==> src/rtl/rv_reg_pkg.sv <==
// rv_reg_pkg: shared RV32E register-file types for the writeback path.
package rv_reg_pkg;
  localparam int REG_COUNT = 16;
  typedef logic [$clog2(REG_COUNT)-1:0] reg_loc_t;
  typedef logic [31:0] word_t;
  typedef struct packed {
    reg_loc_t loc;
    word_t    data;
  } wb_entry_t;
endpackage

==> src/rtl/reg_writeback_queue_if.sv <==
// reg_access_execute: register-file write port plus the read data returned to execute.
interface reg_access_execute;
  import rv_reg_pkg::*;
  reg_loc_t write_loc;
  word_t    write_data;
  logic     do_write;
  word_t    read_data_1;
  word_t    read_data_2;
  modport out  (output write_loc, write_data, do_write, input read_data_1, read_data_2);
  modport file (input write_loc, write_data, do_write, output read_data_1, read_data_2);
endinterface

==> src/rtl/reg_writeback_queue_fifo.sv <==
// reg_wb_fifo: circular buffer of writeback entries; entry views are rotated so index 0 is the head.
module reg_wb_fifo
  import rv_reg_pkg::*;
#(parameter int DEPTH = 4) (
  input  logic                   clock,
  input  logic                   reset,
  input  logic                   push,
  input  logic                   pop,
  input  wb_entry_t              push_entry,
  output wb_entry_t              head,
  output logic                   full,
  output logic                   empty,
  output logic     [DEPTH-1:0]   ent_valid,
  output reg_loc_t [DEPTH-1:0]   ent_loc,
  output word_t    [DEPTH-1:0]   ent_data
);
  localparam int AW = $clog2(DEPTH);
  wb_entry_t [DEPTH-1:0] mem;
  logic [AW-1:0] rd_ptr, wr_ptr;
  logic [AW:0] count;
  always_ff @(posedge clock or negedge reset)
    if (!reset) begin
      mem    <= '0;
      rd_ptr <= '0;
      wr_ptr <= '0;
      count  <= '0;
    end else begin
      if (push) mem[wr_ptr] <= push_entry;
      wr_ptr <= wr_ptr + AW'(push);
      rd_ptr <= rd_ptr + AW'(pop);
      count  <= count + (AW+1)'(push) - (AW+1)'(pop);
    end
  assign head  = mem[rd_ptr];
  assign full  = count == (AW+1)'(DEPTH);
  assign empty = count == '0;
  // Age order lets the forwarding logic treat the highest matching index as newest.
  for (genvar g = 0; g < DEPTH; g++) begin : g_view
    assign ent_valid[g] = count > (AW+1)'(g);
    assign ent_loc[g]   = mem[rd_ptr + AW'(g)].loc;
    assign ent_data[g]  = mem[rd_ptr + AW'(g)].data;
  end
endmodule

==> src/rtl/reg_writeback_queue.sv <==
// reg_writeback_queue: in-order writeback queue draining into the register file with operand forwarding.
// RF_WB_BYPASS_EN selects forwarding from the queue; otherwise queued operands raise hazard.
module reg_writeback_queue
  import rv_reg_pkg::*;
#(parameter int DEPTH = 4) (
  input  logic              clock,
  input  logic              reset,
  input  logic              res_valid,
  output logic              res_ready,
  input  reg_loc_t          res_loc,
  input  word_t             res_data,
  input  logic              hold,
  reg_access_execute.out    rf,
  input  reg_loc_t          rd_loc_1,
  input  reg_loc_t          rd_loc_2,
  output word_t             fwd_data_1,
  output word_t             fwd_data_2,
  output logic              hazard,
  output logic              empty
);
  wb_entry_t             head;
  logic                  full, push, pop;
  logic     [DEPTH-1:0]  ent_valid;
  reg_loc_t [DEPTH-1:0]  ent_loc;
  word_t    [DEPTH-1:0]  ent_data;
  assign res_ready = !full;
  assign push      = res_valid && !full && res_loc != '0;
  assign pop       = !empty && !hold;
  reg_wb_fifo #(.DEPTH(DEPTH)) u_fifo (
    .clock      (clock),
    .reset      (reset),
    .push       (push),
    .pop        (pop),
    .push_entry ('{loc: res_loc, data: res_data}),
    .head       (head),
    .full       (full),
    .empty      (empty),
    .ent_valid  (ent_valid),
    .ent_loc    (ent_loc),
    .ent_data   (ent_data)
  );
  assign rf.do_write   = pop;
  assign rf.write_loc  = head.loc;
  assign rf.write_data = head.data;
`ifdef RF_WB_BYPASS_EN
  function automatic word_t forward(input reg_loc_t loc, input word_t rd,
                                    input logic [DEPTH-1:0] v, input reg_loc_t [DEPTH-1:0] l,
                                    input word_t [DEPTH-1:0] d);
    word_t w = rd;
    for (int i = 0; i < DEPTH; i++) if (v[i] && l[i] == loc) w = d[i];
    return loc == '0 ? '0 : w;
  endfunction
  assign fwd_data_1 = forward(rd_loc_1, rf.read_data_1, ent_valid, ent_loc, ent_data);
  assign fwd_data_2 = forward(rd_loc_2, rf.read_data_2, ent_valid, ent_loc, ent_data);
  assign hazard     = 1'b0;
`else
  function automatic logic queued(input reg_loc_t loc, input logic [DEPTH-1:0] v,
                                  input reg_loc_t [DEPTH-1:0] l);
    logic hit = 1'b0;
    for (int i = 0; i < DEPTH; i++) if (v[i] && l[i] == loc) hit = 1'b1;
    return hit && loc != '0;
  endfunction
  logic unused_ent_data;
  assign unused_ent_data = ^ent_data;
  assign fwd_data_1 = rd_loc_1 == '0 ? '0 : rf.read_data_1;
  assign fwd_data_2 = rd_loc_2 == '0 ? '0 : rf.read_data_2;
  assign hazard     = queued(rd_loc_1, ent_valid, ent_loc) || queued(rd_loc_2, ent_valid, ent_loc);
`endif
endmodule

==> src/flat_wrapper.sv <==
// flat-port wrapper written by rule: the top's interface ports become plain ports
module reg_writeback_queue_flat import rv_reg_pkg::*;
#(parameter int DEPTH = 4)
  (clock, reset, res_valid, res_ready, res_loc, res_data, hold, rd_loc_1, rd_loc_2, fwd_data_1, fwd_data_2, hazard, empty, rf_write_loc, rf_write_data, rf_do_write, rf_read_data_1, rf_read_data_2);
  reg_access_execute rf_i ();
  input  logic clock;
  input  logic reset;
  input  logic res_valid;
  output logic res_ready;
  input  reg_loc_t res_loc;
  input  word_t res_data;
  input  logic hold;
  input  reg_loc_t rd_loc_1;
  input  reg_loc_t rd_loc_2;
  output word_t fwd_data_1;
  output word_t fwd_data_2;
  output logic hazard;
  output logic empty;
  output wire logic [$bits(rf_i.write_loc)-1:0] rf_write_loc;
  output wire logic [$bits(rf_i.write_data)-1:0] rf_write_data;
  output wire logic [$bits(rf_i.do_write)-1:0] rf_do_write;
  input wire logic [$bits(rf_i.read_data_1)-1:0] rf_read_data_1;
  input wire logic [$bits(rf_i.read_data_2)-1:0] rf_read_data_2;
  assign rf_write_loc = rf_i.write_loc;
  assign rf_write_data = rf_i.write_data;
  assign rf_do_write = rf_i.do_write;
  assign rf_i.read_data_1 = rf_read_data_1;
  assign rf_i.read_data_2 = rf_read_data_2;
  reg_writeback_queue #(.DEPTH(DEPTH)) u_core (.clock(clock), .reset(reset), .res_valid(res_valid), .res_ready(res_ready), .res_loc(res_loc), .res_data(res_data), .hold(hold), .rf(rf_i), .rd_loc_1(rd_loc_1), .rd_loc_2(rd_loc_2), .fwd_data_1(fwd_data_1), .fwd_data_2(fwd_data_2), .hazard(hazard), .empty(empty));
endmodule
==> config.mk <==
export PLATFORM = sky130hd
export DESIGN_NAME = reg_writeback_queue_flat
export DESIGN_NICKNAME = d
export VERILOG_FILES = /design/src/rtl/rv_reg_pkg.sv /design/src/rtl/reg_writeback_queue_if.sv /design/src/rtl/reg_writeback_queue_fifo.sv /design/src/rtl/reg_writeback_queue.sv /design/src/flat_wrapper.sv
export SDC_FILE = /design/constraint.sdc
export NUM_CORES = 1
export LEC_CHECK = 0
export BUFFER_PORTS_ARGS = -buffer_cell sky130_fd_sc_hd__clkbuf_2
export CORE_ASPECT_RATIO = 0.9
export CORE_UTILIZATION = 46
export DETAILED_ROUTE_END_ITERATION = 7
export GPL_ROUTABILITY_DRIVEN = 0
export PLACE_DENSITY = 0.71
export SYNTH_ARGS = -nofsm -noshare
export SYNTH_HDL_FRONTEND = slang
export SYNTH_SLANG_ARGS = --single-unit
==> constraint.sdc <==
create_clock -name clock -period 6.1 [get_ports clock]
set_input_delay 0.61 -clock clock [delete_from_list [all_inputs] [get_ports clock]]
set_output_delay 0.61 -clock clock [all_outputs]
set_load 0.02 [all_outputs]
* Word level (Yosys, flattened, before mapping)
Cells that the tools add are included.
Operators by class: equality and inequality tests 9, multiplexer cells 21, reductions and logical operators 24, add/subtract/negate cells 7, order comparisons 10
Operators by type and width (number):
- $bmux W36 S2 | 4
- $mux W36 | 5
- $bwmux W144 | 1
- $demux W36 S2 | 1
- $mux W32 | 2
- $eq A4 B4 Y1 | 8
- $lt A2 B3 Y1 const B | 5
- $logic_and A1 B1 Y1 | 14
- $reduce_bool A4 Y1 | 3
- $logic_not A4 Y1 | 2
- $mux W1 | 8
- $gt A3 B1 Y1 const B | 2
- $gt A3 B2 Y1 const B | 2
- $add A2 B1 Y2 | 2
- $add A2 B2 Y2 const B | 2
- $add A3 B1 Y3 | 1
- $eq A3 B3 Y1 const B | 1
- $logic_not A1 Y1 | 3
- $logic_not A3 Y1 | 1
- $sub A3 B1 Y3 | 1
- $add A2 B1 Y2 const B | 1
- $ge A2 B1 Y1 const B | 1
- $logic_or A1 B1 Y1 | 1
Word-level totals: register bits 151, input bits 112

* Logic depth before layout (Yosys ltp)
depth in word-level cells 10, gate-level depth with buffers 10, gate-level depth less buffers 9

* Hierarchy
Synthesis repeated with hierarchy kept, for this count alone.
Second synthesis, totals: cells, all modules 686, area total of the unflattened synthesis 10463.8 sq um
Modules (own cells, without submodules):
- reg_wb_fifo | area an instance 9494.1 sq um, cells each 549, instances 1, seq. area each 3778.6 sq um
- reg_writeback_queue | area an instance 969.7 sq um, cells each 137, instances 1, seq. area each 0.0 sq um

* Worst setup path before layout
OpenSTA, ideal clock, no wires.
path kind flip-flop to output port, from reg u_core.u_fifo.rd_ptr[0], to out hazard, cell stages (with the launch flop) 9, required time 5.490 ns, buffers on the path 3, arrival time 2.212 ns, slack 3.278 ns, path through dfrtp_1 -> buf_2 -> buf_2 -> buf_4 -> mux2i_1 -> xor2_1 -> nor3_1 -> nor4_1 -> o22ai_1
On the way: cells in the longest elaborated chain, start to end 10
RTL lines:
- start: declaration | line reg_writeback_queue_fifo.sv:19 | logic [AW-1:0] rd_ptr, wr_ptr;
- start signal: assignment | line reg_writeback_queue_fifo.sv:30 | rd_ptr <= rd_ptr + AW'(pop);
- $bmux W36 S2 (*)
- $mux W36 (*)
- net rf_write_loc[0] | line flat_wrapper.sv:19 | output wire logic [$bits(rf_i.write_loc)-1:0] rf_write_loc;
- $eq A4 B4 Y1 | line reg_writeback_queue.sv:60 | for (int i = 0; i < DEPTH; i++) if (v[i] && l[i] == loc) hit = 1'b1;
- $logic_and A1 B1 Y1 | line reg_writeback_queue.sv:60
- $mux W1 (4 in series) | line reg_writeback_queue.sv:60
- $logic_and A1 B1 Y1 | line reg_writeback_queue.sv:61 | return hit && loc != '0;
- $logic_or A1 B1 Y1 (*) | line reg_writeback_queue.sv:67 | assign hazard = queued(rd_loc_1, ent_valid, ent_loc) || queued(rd_loc_2, ent_valid, ent_loc);
- end: declaration | line flat_wrapper.sv:17 | output logic hazard;
The timed path passes the listed nets; every way through them passes the cells marked *. The select of a mux whose other input is x is not followed.

* Worst setup path after layout
from reg u_core.u_fifo.rd_ptr[0], to out hazard
On the way: cells in the longest elaborated chain, start to end 10
RTL lines (line):
- $add A2 B1 Y2 or $bmux W36 S2 (tied branches)
- $bmux W36 S2 or $mux W36 (tied branches)
- $mux W36 or $eq A4 B4 Y1 (tied branches)
- $eq A4 B4 Y1 or $logic_and A1 B1 Y1 (tied branches) | reg_writeback_queue.sv:60
- $logic_and A1 B1 Y1 or $mux W1 (tied branches) | reg_writeback_queue.sv:60
- $mux W1 (3 in series) | reg_writeback_queue.sv:60
- $logic_and A1 B1 Y1 | reg_writeback_queue.sv:61
- $logic_or A1 B1 Y1 (*) | reg_writeback_queue.sv:67
Every way passes the cells marked *; elsewhere a longest branch is shown, timed or not. The select of a mux whose other input is x is not followed.

==> impl_results.html <==
<table>
<tr><th>Metric</th><th>Value</th></tr>
<tr><th colspan="2">Worst setup path</th></tr>
<tr><td>Sum of buffers and inverters on the critical path</td><td>1</td></tr>
<tr><td>Data arrival time of the worst path</td><td>3.16 ns</td></tr>
<tr><td>CP cell instances</td><td>mux4_2 -&gt; xor2_1 -&gt; a2111oi_0 -&gt; nor4_1 -&gt; o22ai_1 -&gt; clkbuf_2</td></tr>
<tr><td>Number of cells traversed by the worst register-to-register path</td><td>7</td></tr>
<tr><td>Register-to-register setup slack</td><td>3.14 ns</td></tr>
<tr><td>Type of the worst setup path</td><td>reg -&gt; out</td></tr>
<tr><td>Worst flop-to-flop path endpoint</td><td>u_core.u_fifo.mem[36]</td></tr>
<tr><td>Endpoint kind of the worst setup timing path</td><td>output pin</td></tr>
<tr><td>CP max stage delay</td><td>1.06 ns</td></tr>
<tr><td>CP Max Fanout</td><td>53</td></tr>
<tr><td>Startpoint class of the critical path</td><td>register</td></tr>
<tr><td>Required arrival time at the worst endpoint</td><td>5.49 ns</td></tr>
<tr><td>Launching point of the worst reg2reg path</td><td>u_core.u_fifo.count[2]</td></tr>
<tr><td>Cell type of the slowest stage on the worst timing path</td><td>dfrtp_4</td></tr>
<tr><td>Cell type group with the largest total delay on the critical path</td><td>flip-flops</td></tr>
<tr><th colspan="2">Global routing</th></tr>
<tr><td>Global-route wire length before repair</td><td>30.2 mm</td></tr>
<tr><td>Remaining global-route overflow</td><td>0</td></tr>
<tr><td>Number of antenna violations at the first check in global routing</td><td>2</td></tr>
<tr><td>Largest net degree at the start of global routing</td><td>91</td></tr>
<tr><td>Total global-route track usage</td><td>22.3%</td></tr>
<tr><td>Number of global-route vias before repair</td><td>5,662</td></tr>
<tr><th colspan="2">Clock network</th></tr>
<tr><td>Clock transition at path regs</td><td>0.06 ns</td></tr>
<tr><td>Num CTS Buffers</td><td>17</td></tr>
<tr><td>Cell at the root of the clock tree</td><td>clkbuf_16</td></tr>
<tr><td>Clk Latency, worst-skew pair</td><td>0.42 ns</td></tr>
<tr><td>Count of hold-fix buffers inserted at cts</td><td>0</td></tr>
<tr><td>Max clock buf depth</td><td>2</td></tr>
<tr><td>CTS tree</td><td>built</td></tr>
<tr><td>Deepest level of the CTS H-tree</td><td>4</td></tr>
<tr><td>Post-CTS Setup Repair Bufs</td><td>0</td></tr>
<tr><td>CTS sink cnt</td><td>151</td></tr>
<tr><td>Count of instances resized after the clock tree is built</td><td>0</td></tr>
<tr><th colspan="2">Floorplanning</th></tr>
<tr><td>Overall die height</td><td>127 um</td></tr>
<tr><td>Row Count</td><td>45</td></tr>
<tr><td>Placeable core area</td><td>0.0169 mm^2</td></tr>
<tr><td>Chip width</td><td>141 um</td></tr>
<tr><td>Overall die area</td><td>0.0179 mm^2</td></tr>
<tr><td>Ports</td><td>216</td></tr>
<tr><td>Initial Util</td><td>47.2%</td></tr>
<tr><th colspan="2">STA</th></tr>
<tr><td>Unrepaired setup endpoints after global routing</td><td>false</td></tr>
<tr><td>Slew of the pin with the lowest slew margin</td><td>0.992 ns</td></tr>
<tr><td>Skew final</td><td>0.00646 ns</td></tr>
<tr><td>FMAX</td><td>266 MHz</td></tr>
<tr><td>Final setup violating endpoints</td><td>0</td></tr>
<tr><td>Minimum clock period</td><td>3.77 ns</td></tr>
<tr><td>Pins Over Slew Limit</td><td>0</td></tr>
<tr><td>Period utilisation layout</td><td>61.7%</td></tr>
<tr><td>Worst slew margin relative to its limit</td><td>33.9%</td></tr>
<tr><td>Final TNS setup</td><td>0 ns</td></tr>
<tr><td>Final hold viol count</td><td>0</td></tr>
<tr><th colspan="2">Detailed routing</th></tr>
<tr><td>Total detailed-routing wirelength</td><td>19.1 mm</td></tr>
<tr><td>Via count</td><td>5,284</td></tr>
<tr><td>Number of iterations in the first detailed-routing pass</td><td>4</td></tr>
<tr><td>Post-DR wirelength/cell</td><td>19.2 um</td></tr>
<tr><td>Vias/cell</td><td>5.31</td></tr>
<tr><td>Final routed DRC violation total</td><td>0</td></tr>
<tr><td>Iter 0 DRT Violations</td><td>181</td></tr>
<tr><td>Post-detailed-route count of antenna-violating nets</td><td>0</td></tr>
<tr><th colspan="2">Layout</th></tr>
<tr><td>NumNets Final</td><td>866</td></tr>
<tr><td>Most frequent cells in the layout</td><td>clkbuf_2 (214), dfrtp_1 (149), mux2_2 (110)</td></tr>
<tr><td>Proportion of layout cells with a drive suffix above 1</td><td>58.3%</td></tr>
<tr><td>Most common cell after layout, fill and taps aside</td><td>clkbuf_2</td></tr>
<tr><td>Area growth from synthesis to layout</td><td>21.8%</td></tr>
<tr><td>Post-layout instance area</td><td>0.00975 mm^2</td></tr>
<tr><th colspan="2">Logic synthesis</th></tr>
<tr><td>Average footprint of a synthesized cell</td><td>14.7 um^2</td></tr>
<tr><td>Cells after Synth</td><td>546</td></tr>
<tr><td>Number of register bits inferred by synthesis</td><td>151</td></tr>
<tr><td>Top cells by area in the synthesized netlist</td><td>dfrtp_1 (47%), mux2_2 (15%), mux4_2 (12%)</td></tr>
<tr><td>Synthesized netlist net count</td><td>665</td></tr>
<tr><td>Cell Area, Synth</td><td>0.00801 mm^2</td></tr>
<tr><td>Fraction of synthesized cell area taken by the top area cell type</td><td>47.2%</td></tr>
<tr><td>Library cell occupying the most area in the post-synthesis netlist</td><td>dfrtp_1</td></tr>
<tr><td>Synthesis Warnings</td><td>0</td></tr>
<tr><td>Fraction of the yosys area taken by sequential cells</td><td>47.2%</td></tr>
<tr><td>Count of cell types in the netlist</td><td>36</td></tr>
<tr><th colspan="2">Pwr</th></tr>
<tr><td>Net switching power of the design</td><td>2.08 mW</td></tr>
<tr><td>VDD IR max</td><td>0.000309 V</td></tr>
<tr><td>Relative contribution of the clock network to total power</td><td>17.2%</td></tr>
<tr><td>Internal Power</td><td>3.59 mW</td></tr>
<tr><td>Combinational share of power</td><td>48.1%</td></tr>
<tr><td>Sw Ratio</td><td>36.7%</td></tr>
<tr><td>Leakage power total</td><td>4.45 nW</td></tr>
<tr><td>Seq pwr share</td><td>34.7%</td></tr>
<tr><td>Power consumption</td><td>5.68 mW</td></tr>
<tr><td>Power density of the placed cells</td><td>582 mW/mm^2</td></tr>
<tr><th colspan="2">Place</th></tr>
<tr><td>Placed wire-length estimate after detailed placement</td><td>13.7 mm</td></tr>
<tr><td>Instance area after placement</td><td>0.00919 mm^2</td></tr>
<tr><td>I/O Buffers</td><td>215</td></tr>
<tr><th colspan="2">Status</th></tr>
<tr><td>Run status</td><td>finished, final reports clean</td></tr>
<tr><th colspan="2">Run</th></tr>
<tr><td>Number of max-cap violations</td><td>0</td></tr>
<tr><th colspan="2">Hold path</th></tr>
<tr><td>Class of the tightest hold or removal check</td><td>in -&gt; async</td></tr>
</table>
flip-flops by register name, summed over array words and instances, names as in the netlist:
name / flops
u_core.u_fifo.count: 3
u_core.u_fifo.mem: 144
u_core.u_fifo.wr_ptr: 2
u_core.u_fifo.rd_ptr: 2
worst reg2reg max path: stages, from the launching register on:
cell,delay [ns]
dfrtp_1,0.40
inv_1,0.12
or3_1,0.16
and3_1,0.30
clkinv_4,0.11
nor3b_4,0.71
buf_4,0.61
mux2_2,0.42
layer usage:
metal	global-route usage (%)	vias up	wire length, um
met5	0	-	0
met4	10.4	0	630
met3	5.10	30	923
met2	40.0	181	10000
met1	25.4	2707	7530
li1	-	2366	-
cell type report:
cell class              instances  area (um^2)
clock inverters                 7         68.8
flip-flops and latches        151         3780
multi-input cells             349         3950
diodes                          1         2.50
inverters                       5         23.8
well taps                     235          294
repair buffers                223         1140
clock buffers                  25          485
fillers                      1397         7200
cell families after synthesis:
logic type | synth area share [%]
mux | 35.7
flops | 47.2
simple gates | 7.52
buf+inv | 3.78
xor+xnor | 4.16
fa+ha+maj | 1.19
compound gates | 0.469
power groups by stage:
stage                     Combinational, mW  Clock (mW)  Sequential [mW]
after detailed placement               2.76           0             1.98
after CTS                              2.77       0.999             1.98
final                                  2.73       0.978             1.97
after floorplan                        2.29           0             1.73
after global placement                 2.70           0             1.93
after global routing                   2.92        1.04             2.05
stage by stage:
step	setup WS (ns)	util (%)	instances	hold slack (ns)
2_1_floorplan	3.28	-	546	0.314
3_3_place_gp	2.66	54.2	963	0.463
3_5_place_dp	2.74	54.2	963	0.474
4_1_cts	2.29	57.5	995	0.292
5_1_grt	2.09	57.5	996	0.323
6_report	2.33	57.5	996	0.262
cells in the mapped netlist, drive strengths merged:
cell	instances
buf	25
nor3b	1
nor2	3
a31oi	2
dfrtp	151
nor4	5
mux2i	12
a2111oi	1
a21oi	2
nor3	7
and3	1
clkinv	1
nand3	9
xor2	17
nand2	2
ha	6
or3	2
or4	1
mux2	145
mux4	44
fa	1
o22ai	1
xnor2	21
inv	4
clkbuf	16
nand3b	1
nor2b	65
worst max path at each step:
stage	start	to	slack, ns	cells after the start
after floorplan	u_core.u_fifo.rd_ptr[0]	hazard	3.28	8
after global placement	u_core.u_fifo.rd_ptr[0]	hazard	2.66	6
after detailed placement	u_core.u_fifo.rd_ptr[0]	hazard	2.74	6
after CTS	u_core.u_fifo.rd_ptr[0]	hazard	2.29	6
after global routing	u_core.u_fifo.rd_ptr[0]	hazard	2.09	6
final	u_core.u_fifo.rd_ptr[0]	hazard	2.33	6
Power figures use the tool's default switching activity.
